===== config.mk =====
export PLATFORM = sky130hd
export DESIGN_NAME = mem_req_arbiter
export DESIGN_NICKNAME = d
export VERILOG_FILES = /design/src/rtl/mem_arb_pkg.sv /design/src/rtl/rr_arb2.sv /design/src/rtl/mem_req_arbiter.sv
export SDC_FILE = /design/constraint.sdc
export NUM_CORES = 1
export LEC_CHECK = 0
export CAP_MARGIN = 0
export CORE_UTILIZATION = 41
export CTS_BUF_LIST = sky130_fd_sc_hd__clkbuf_8
export DETAILED_ROUTE_END_ITERATION = 12
export PLACE_DENSITY_LB_ADDON = 0.3
export SYNTH_ARGS = -nofsm -noshare
export SYNTH_HDL_FRONTEND = slang
export SYNTH_SLANG_ARGS = --single-unit

===== constraint.sdc =====
create_clock -name clk -period 2.24 [get_ports clk]
set_input_delay 0.224 -clock clk [delete_from_list [all_inputs] [get_ports clk]]
set_output_delay 0.224 -clock clk [all_outputs]
set_load 0.05 [all_outputs]

===== src/rtl/mem_arb_pkg.sv =====
// Shared types and constants for the two-requester RAM port arbiter.
package mem_arb_pkg;

    typedef enum logic [1:0] {
        IDLE,
        ISSUE,
        WAIT,
        RESP
    } state_e;

    typedef enum logic {
        OP_READ,
        OP_WRITE
    } op_e;

    localparam logic [31:0] TIMEOUT_DATA = 32'hDEADBEEF;

endpackage


===== src/rtl/rr_arb2.sv =====
// Combinational two-way round-robin pick: a lone pending requester wins,
// a tie goes to whoever did not win last time.
module rr_arb2 (
    input  logic [1:0] pending_i,
    input  logic       last_grant_i,
    output logic       grant_valid_o,
    output logic       grant_id_o
);

    always_comb begin
        grant_valid_o = |pending_i;
        grant_id_o    = 1'b0;
        unique case (pending_i)
            2'b01:   grant_id_o = 1'b0;
            2'b10:   grant_id_o = 1'b1;
            2'b11:   grant_id_o = ~last_grant_i;
            default: grant_id_o = 1'b0;
        endcase
    end

endmodule


===== src/rtl/mem_req_arbiter.sv =====
// Shares one req/ack RAM port between two requesters, one transaction at a time.
// Optional WAIT timeout is compiled in with `define MEM_ARB_TIMEOUT_EN.
module mem_req_arbiter
    import mem_arb_pkg::*;
#(
    parameter int AW             = 32,
    parameter int DW             = 32,
    parameter int TIMEOUT_CYCLES = 64
) (
    input  logic          clk,
    input  logic          reset,

    input  logic          rq0_read_req,
    input  logic          rq0_write_req,
    input  logic [AW-1:0] rq0_address,
    input  logic [DW-1:0] rq0_wdata,
    output logic [DW-1:0] rq0_rdata,
    output logic          rq0_read_ack,
    output logic          rq0_write_ack,

    input  logic          rq1_read_req,
    input  logic          rq1_write_req,
    input  logic [AW-1:0] rq1_address,
    input  logic [DW-1:0] rq1_wdata,
    output logic [DW-1:0] rq1_rdata,
    output logic          rq1_read_ack,
    output logic          rq1_write_ack,

    output logic [AW-1:0] mem_address,
    output logic [DW-1:0] mem_wdata,
    output logic          mem_read_req,
    output logic          mem_write_req,
    input  logic [DW-1:0] mem_rdata,
    input  logic          mem_read_ack,
    input  logic          mem_write_ack,

    output logic          grant,
    output logic          busy,
    output logic          timeout_err
);

    state_e        state_q, state_d;
    logic          lastGrant_q;
    logic          grant_q;
    op_e           op_q;
    logic [AW-1:0] addr_q;
    logic [DW-1:0] wdata_q;
    logic [DW-1:0] rdata0_q, rdata1_q;

    logic [1:0]    pending;
    logic          grantValid;
    logic          grantId;
    logic          ackMatch;
    logic          timeoutHit;
    logic          captureRead;
    logic [DW-1:0] readData;

    assign pending = {rq1_read_req | rq1_write_req, rq0_read_req | rq0_write_req};

    rr_arb2 u_rr_arb2 (
        .pending_i     (pending),
        .last_grant_i  (lastGrant_q),
        .grant_valid_o (grantValid),
        .grant_id_o    (grantId)
    );

    // Acks for the other operation type are stray and must not end WAIT.
    assign ackMatch    = (op_q == OP_WRITE) ? mem_write_ack : mem_read_ack;
    assign captureRead = (state_q == WAIT) && (op_q == OP_READ) && (ackMatch || timeoutHit);
    assign readData    = ackMatch ? mem_rdata : DW'(TIMEOUT_DATA);

`ifdef MEM_ARB_TIMEOUT_EN
    localparam int CW = $clog2(TIMEOUT_CYCLES + 1);

    logic [CW-1:0] waitCnt_q;
    logic          timeoutErr_q;

    assign timeoutHit  = (state_q == WAIT) && (waitCnt_q == CW'(TIMEOUT_CYCLES - 1));
    assign timeout_err = timeoutErr_q;

    always_ff @(posedge clk or negedge reset) begin
        if (!reset) begin
            waitCnt_q    <= '0;
            timeoutErr_q <= 1'b0;
        end else begin
            if (state_q == WAIT) begin
                waitCnt_q <= waitCnt_q + CW'(1);
            end else begin
                waitCnt_q <= '0;
            end
            if (timeoutHit && !ackMatch) begin
                timeoutErr_q <= 1'b1;
            end
        end
    end
`else
    logic unusedTimeoutCfg;

    assign unusedTimeoutCfg = (TIMEOUT_CYCLES > 0);
    assign timeoutHit       = 1'b0;
    assign timeout_err      = 1'b0;
`endif

    always_ff @(posedge clk or negedge reset) begin
        if (!reset) begin
            state_q <= IDLE;
        end else begin
            state_q <= state_d;
        end
    end

    always_comb begin
        state_d = state_q;
        unique case (state_q)
            IDLE:    if (grantValid) state_d = ISSUE;
            ISSUE:   state_d = WAIT;
            WAIT:    if (ackMatch || timeoutHit) state_d = RESP;
            RESP:    state_d = IDLE;
            default: state_d = IDLE;
        endcase
    end

    always_comb begin
        mem_read_req  = 1'b0;
        mem_write_req = 1'b0;
        rq0_read_ack  = 1'b0;
        rq0_write_ack = 1'b0;
        rq1_read_ack  = 1'b0;
        rq1_write_ack = 1'b0;
        busy          = (state_q != IDLE);
        unique case (state_q)
            ISSUE: begin
                mem_read_req  = (op_q == OP_READ);
                mem_write_req = (op_q == OP_WRITE);
            end
            RESP: begin
                rq0_read_ack  = !grant_q && (op_q == OP_READ);
                rq0_write_ack = !grant_q && (op_q == OP_WRITE);
                rq1_read_ack  =  grant_q && (op_q == OP_READ);
                rq1_write_ack =  grant_q && (op_q == OP_WRITE);
            end
            default: begin
            end
        endcase
    end

    // Transaction latches; a write wins when a requester raises both lines.
    always_ff @(posedge clk or negedge reset) begin
        if (!reset) begin
            lastGrant_q <= 1'b1;
            grant_q     <= 1'b0;
            op_q        <= OP_READ;
            addr_q      <= '0;
            wdata_q     <= '0;
            rdata0_q    <= '0;
            rdata1_q    <= '0;
        end else begin
            if ((state_q == IDLE) && grantValid) begin
                grant_q     <= grantId;
                lastGrant_q <= grantId;
                if (grantId) begin
                    op_q    <= rq1_write_req ? OP_WRITE : OP_READ;
                    addr_q  <= rq1_address;
                    wdata_q <= rq1_wdata;
                end else begin
                    op_q    <= rq0_write_req ? OP_WRITE : OP_READ;
                    addr_q  <= rq0_address;
                    wdata_q <= rq0_wdata;
                end
            end
            if (captureRead) begin
                if (grant_q) begin
                    rdata1_q <= readData;
                end else begin
                    rdata0_q <= readData;
                end
            end
        end
    end

    assign mem_address = addr_q;
    assign mem_wdata   = wdata_q;
    assign rq0_rdata   = rdata0_q;
    assign rq1_rdata   = rdata1_q;
    assign grant       = grant_q;

endmodule

==> metrics.yaml, run 1 <==
pin_count: 305
hp-class: "in2async"
yosysSeqAreaShare_pct: 56.85
slew_headroom_pct: 62.48
net-switching-power_w: 0.008194
dr.first_iter.drc_count: 354
ctsHtreeMaxLevel: 4
cp.arrival_ns: 1.82
grt_pass1_vias: 5924
via_per_inst: 5.337
outcome: "finished, final reports clean"
die_area_um2: 14770
cts_tree: "yes"
ys_warn_count: 0
fin_tns_setup_ns: 0
fmax_mhz: 488.9
critPathTopFamily: "buffers and inverters"
gp_congestion: 0.7997
drc: 0
powerDensity_nw_per_um2: 1706
vias: 6025
hpwl_mm: 13.34
drive_gt1_share_pct: 7.271
busiest_layer: "met2"
swShare_pct: 49.92
path_cells: "clkdlybuf4s50_1"
final_util_pct: 69.04
final_area_um2: 9620
critical_path_class: "reg2out"
crit_path_max_incr_delay_ns: 0.90
fin_ws_ns: 0.1946
p_int_w: 0.008219
grt_pass1_wl_mm: 30.50
use_met3_pct: 8.412
final_cell_mix: "clkdlybuf4s50_1, dfrtp_1, o21ai_0, nor2_1, nand2_1"
nets: 1109
use_met1_pct: 33.04
leakagePower_nw: 4.004
pwr-share-clk_pct: 14.2
wl_per_cell_um: 16.98
clock_skew_ns: 0.007913
syn-cell-area_um2: 5857
grt_overflow: 0
grt_max_degree: 65
finalSetupViolations: 0
syn_inst: 650
die_width_um: 121.5
cts.clk_slew.worst_paths_ns: 0.08
worst-path-max-fanout: 8
slowest_stage: "clkdlybuf4s50_1"
rsz0062_at_grt: "no"
hold_violations: 0
period_share_pct: 91.31
final_common_cell: "clkdlybuf4s50_1"
area_growth_pct: 64.26
ys_types: 31
num_rows: 43
grt_util_all_layers_pct: 26.60
drt-total-wl_mm: 19.17
clock_tree.root_cell: "clkbuf_8"
tightest_slew_ns: 0.5610
clk_path_buf_depth: 2
synth-seq-cells: 133
clock_sinks: 133
grt_use_met2_pct: 43.18
period_needed_ns: 2.045
antennaDiodeCount: 0
dp_slack_ns: 0.2424
port_buffers: 303
clock_latency_ns: 0.43
die_y_um: 121.5
post-cts-setup-buffers: 0
antenna_found_initial: 0
dpl_cell_area_um2: 9148
required_ns: 2.02
startpoint_type: "flip-flop"
cts_made_buffers: 17
syn_area_per_cell_um2: 9.011
critPathBufInv: 1
place_inst: 1096
cap_viol_max_count: 0
drv_slew: 0
power_frac_comb_pct: 59.8
cp-end-kind: "output port"
peakVddDrop_uv: 816.4
initial_utilization_pct: 42.03
syn-num-nets: 823
drt_pass1_iterations: 4
final_cells: 1129
core_area_um2: 13930
pwr-share-seq_pct: 26.0
ant_nets: 0
synth_stat cells, drive strengths merged:
library cell | n | area, um2
nor2 | 92 | 345.3
a32oi | 1 | 8.760
a21oi | 64 | 320.3
dfrtp | 132 | 3303
or3b | 1 | 8.760
and3 | 2 | 12.51
o32a | 1 | 10.01
a31oi | 65 | 406.6
and3b | 1 | 8.760
o41ai | 1 | 27.53
and2 | 1 | 6.260
o21ai | 132 | 660.6
ha | 5 | 62.56
nand4bb | 1 | 11.26
o21a | 1 | 7.510
o22ai | 1 | 6.260
nand2 | 77 | 289.0
mux2i | 1 | 10.01
conb | 1 | 3.750
inv | 4 | 15.01
dfstp | 1 | 26.28
nand4b | 1 | 8.760
nor2b | 1 | 6.260
clkbuf | 39 | 146.4
nor3b | 1 | 7.510
o41a | 1 | 11.26
mux2 | 2 | 22.52
buf | 19 | 97.59
or2 | 1 | 6.260
per-layer routing:
| metal | part of all wire, % | routed length (um) |
|---|---|---|
| met3 | 8.5 | 1624 |
| met4 | 2.2 | 426 |
| met1 | 40 | 7753 |
| met2 | 49 | 9368 |
| met5 | 0 | 0 |
flip-flops by register name (all words and copies together) (netlist names):
register and cells:
mem_address 32, state_q 2, rq0_rdata 32, op_q 1
grant 1, lastGrant_q 1, rq1_rdata 32, mem_wdata 32
cells by family after synthesis:
kind of cell    synth area share [%]
fa+ha+maj                      1.068
simple gates                   12.13
compound gates                 24.91
flops                          56.85
other cells                  0.06403
mux                           0.5554
buf+inv                        4.422
what timing repair did:
item / CTS / global route
resized for setup: 2 / 0
hold endpoints to repair: 54 / 0
setup endpoints to repair: 2 / 0
hold buffers: 1 / 0
final cells by class:
cell class                      instances  area (um2)
Clock buffer                           19       261.5
Clock inverter                         13       203.9
Fill cell                            1096        4314
Inverter                                4       15.01
Multi-Input combinational cell        455        2298
Sequential cell                       133        3329
Tap cell                              180       225.2
Timing Repair Buffer                  325        3287
power by group through the flow:
stage	registers, W	clock network (W)	logic (W)
floorplan	0.00807	0	0.00245
global placement	0.00426	0	0.00970
detailed placement	0.00428	0	0.00984
CTS	0.00427	0.00238	0.00986
global route	0.00440	0.00249	0.0104
finish	0.00427	0.00234	0.00981
per-stage QoR:
stage	total power [W]	hold WS, ns
floorplan	0.01051	-0.07159
global placement	0.01397	0.2246
detailed placement	0.01413	0.2247
CTS	0.01651	0.3123
global route	0.01730	0.3198
finish	0.01641	0.3221
worst paths after layout:
kind / start / to / slack (ns) / cells after the start
min in group clk: rq0_address[12] / mem_address[12] / 0.34 / 3
max in group asynchronous: reset / mem_wdata[7] / 1.23 / 3
max: grant / grant / 0.19 / 1
max reg2reg: state_q[0] / mem_address[30] / 0.40 / 6
min: reset / rq1_rdata[27] / 0.32 / 2
min reg2reg: rq1_rdata[17] / rq1_rdata[17] / 0.48 / 2
Power figures use the tool's default switching activity.
==> inputs of run 2 (changes only) <==
CAP_MARGIN = 25   (was 0)
GPL_TIMING_DRIVEN = 1   (was unset)
SLEW_MARGIN = 20   (was unset)
==> results of run 2 <==
Same layout as run 1: the final DEF is identical, and so are final timing and power.
==> inputs of run 3 (changes only) <==
SKIP_CTS_REPAIR_TIMING = 1   (was unset)
clock period = 2.19 ns   (was 2.24 ns; I/O delays follow)
==> run 3 against run 2 <==
Compared with the run above:
- worst setup slack got worse by 0.029 ns
- critical path type unchanged
- flip-flop and latch count unchanged
- sequential share of layout area increased by 0.21 points
- critical endpoint unchanged
- routed wire length increased by 0.95%
- largest power group unchanged
- clock skew increased by 0.0034 ns
- largest cell class unchanged
==> metrics.yaml, run 3 (same netlist as run 1, synthesis figures left out) <==
outcome: "finished, final reports clean"
cts.clk_slew.worst_paths_ns: 0.08  # about the same
nets: 1108  # -0.090%
hpwl_mm: 13.31  # -0.22%
num_rows: 43  # unchanged
grt_overflow: 0  # unchanged
die_area_um2: 14770  # unchanged
r2r_setup_slack_ns: 0.43  # +0.03 ns
via_per_inst: 5.349  # +0.24%
period_needed_ns: 2.024
drc: 0  # unchanged
busiest_layer: "met2"
final_cells: 1128  # -0.089%
clock_latency_ns: 0.43  # about the same
period_share_pct: 92.43
vias: 6034  # +0.15%
powerDensity_nw_per_um2: 1726  # +1.2%
slowest_stage: "clkdlybuf4s50_1"
die_y_um: 121.5  # unchanged
cts_made_buffers: 17  # unchanged
grt_use_met2_pct: 45.42  # +2.2 points
clock_skew_ns: 0.01132  # +0.003411 ns
final_common_cell: "clkdlybuf4s50_1"
drv_slew: 0  # unchanged
crit_path_max_incr_delay_ns: 0.88  # -0.02 ns
gp_congestion: 0.7682  # -3.9%
wl_per_cell_um: 17.16  # +1.0%
antenna_found_initial: 0  # unchanged
dpl_cell_area_um2: 9140  # about the same
swShare_pct: 50.69  # +0.77 points
clk_path_buf_depth: 2  # unchanged
grt_max_degree: 76  # +17%
drt-total-wl_mm: 19.36  # +0.95%
leakagePower_nw: 4.000  # -0.12%
place_inst: 1095  # -0.091%
area_growth_pct: 63.26
antennaDiodeCount: 0  # unchanged
cp.arrival_ns: 1.81  # about the same
slew_headroom_pct: 61.92  # -0.56 points
final_cell_mix: "clkdlybuf4s50_1, dfrtp_1, o21ai_0, nor2_1, nand2_1"
critPathTopFamily: "buffers and inverters"
p_int_w: 0.008139  # -0.97%
ctsHtreeMaxLevel: 4  # unchanged
peakVddDrop_uv: 886.8  # +8.6%
drt_pass1_iterations: 5  # +1
cap_viol_max_count: 0  # unchanged
path_cells: "clkdlybuf4s50_1"
final_area_um2: 9562  # -0.61%
clock_sinks: 133  # unchanged
fmax_mhz: 494.0
grt_pass1_vias: 6041  # +2.0%
worst-path-max-fanout: 8  # unchanged
critPathBufInv: 1  # unchanged
hp-class: "in2async"
net-switching-power_w: 0.008368  # +2.1%
required_ns: 1.97  # -0.05 ns
hold_violations: 0  # unchanged
port_buffers: 303  # unchanged
drive_gt1_share_pct: 7.173  # -0.098 points
grt_pass1_wl_mm: 30.71  # +0.66%
clock_tree.root_cell: "clkbuf_8"
use_met1_pct: 31.61  # -1.4 points
use_met3_pct: 9.633  # +1.2 points
power_frac_comb_pct: 60.9  # +1.1 points
pin_count: 305  # unchanged
ant_nets: 0  # unchanged
pwr-share-seq_pct: 26.2  # +0.2 points
cts_tree: "yes"
startpoint_type: "flip-flop"
dr.first_iter.drc_count: 402  # +14%
pwr-share-clk_pct: 12.9  # -1.3 points
die_width_um: 121.5  # unchanged
tightest_slew_ns: 0.5693  # +0.008331 ns
finalSetupViolations: 0  # unchanged
initial_utilization_pct: 42.03  # unchanged
core_area_um2: 13930  # unchanged
cp-end-kind: "output port"
grt_util_all_layers_pct: 26.88  # +0.28 points
critical_path_class: "reg2out"
rsz0062_at_grt: "no"
run 3: cell count changes in the layout (fill, tap and decap cells not counted):
cell	previous run	this run
buf_4	18	17
clkbuf_8	19	18
clkinv_2	1	4
dlymetal6s2s_1	0	2
bufinv_16	5	3
dlygate4sd2_1	2	0
run 3: metal layers:
metal / wire length (um) / share of wire, % / up-vias
met2: 9573 / 49 / 297
li1: - / - / 2836
met1: 7695 / 40 / 2872
met5: 0 / 0 / -
met3: 1696 / 8.8 / 29
met4: 391 / 2.0 / 0
run 3: power by group through the flow:
stage	Sequential, W	Combinational, W	Clock (W)
3_5_place_dp	0.00436	0.0101	0
5_1_grt	0.00447	0.0107	0.00228
4_1_cts	0.00433	0.0101	0.00218
2_1_floorplan	0.00825	0.00250	0
3_3_place_gp	0.00433	0.00996	0
6_report	0.00433	0.0101	0.00212
run 3: final timing paths:
check                                    from             end  cells past startpoint
worst min register to register   rq1_rdata[7]    rq1_rdata[7]                      2
min in group clk                rq0_wdata[31]   mem_wdata[31]                      3
worst max register to register     state_q[0]  mem_address[4]                      6
max in group asynchronous               reset    mem_wdata[7]                      3
worst min-delay path                    reset   rq1_rdata[27]                      2
worst max-delay path                    grant           grant                      1
run 3: layout make-up:
class / instances / area (um2)
clock buffers: 18 / 247.7
clock inverters: 14 / 158.9
fillers: 1134 / 4373
inverters: 4 / 15.01
multi-input cells: 455 / 2298
flip-flops and latches: 133 / 3329
well taps: 180 / 225.2
repair buffers: 324 / 3287
run 3: worst register-to-register path: stages, from the launching register on:
cell	delay, ns
dfrtp_1	0.42
inv_1	0.12
ha_1	0.32
o41a_2	0.24
buf_4	0.36
nor2_1	0.09
a21oi_1	0.13
run 3: through the flow:
stage                     setup TNS (ns)  utilization (%)  hold WS (ns)  total power, W  worst slack, ns
after floorplan                        0                -      -0.07659         0.01075           0.1410
after global placement                 0            65.59       0.08298         0.01429           0.2516
after detailed placement               0            65.59       0.08592         0.01446           0.2035
after CTS                        -0.2419            68.51       -0.3972         0.01663          -0.1238
after global routing                   0            68.62        0.2032         0.01744          0.05527
final                                  0            68.62        0.2125         0.01651           0.1657
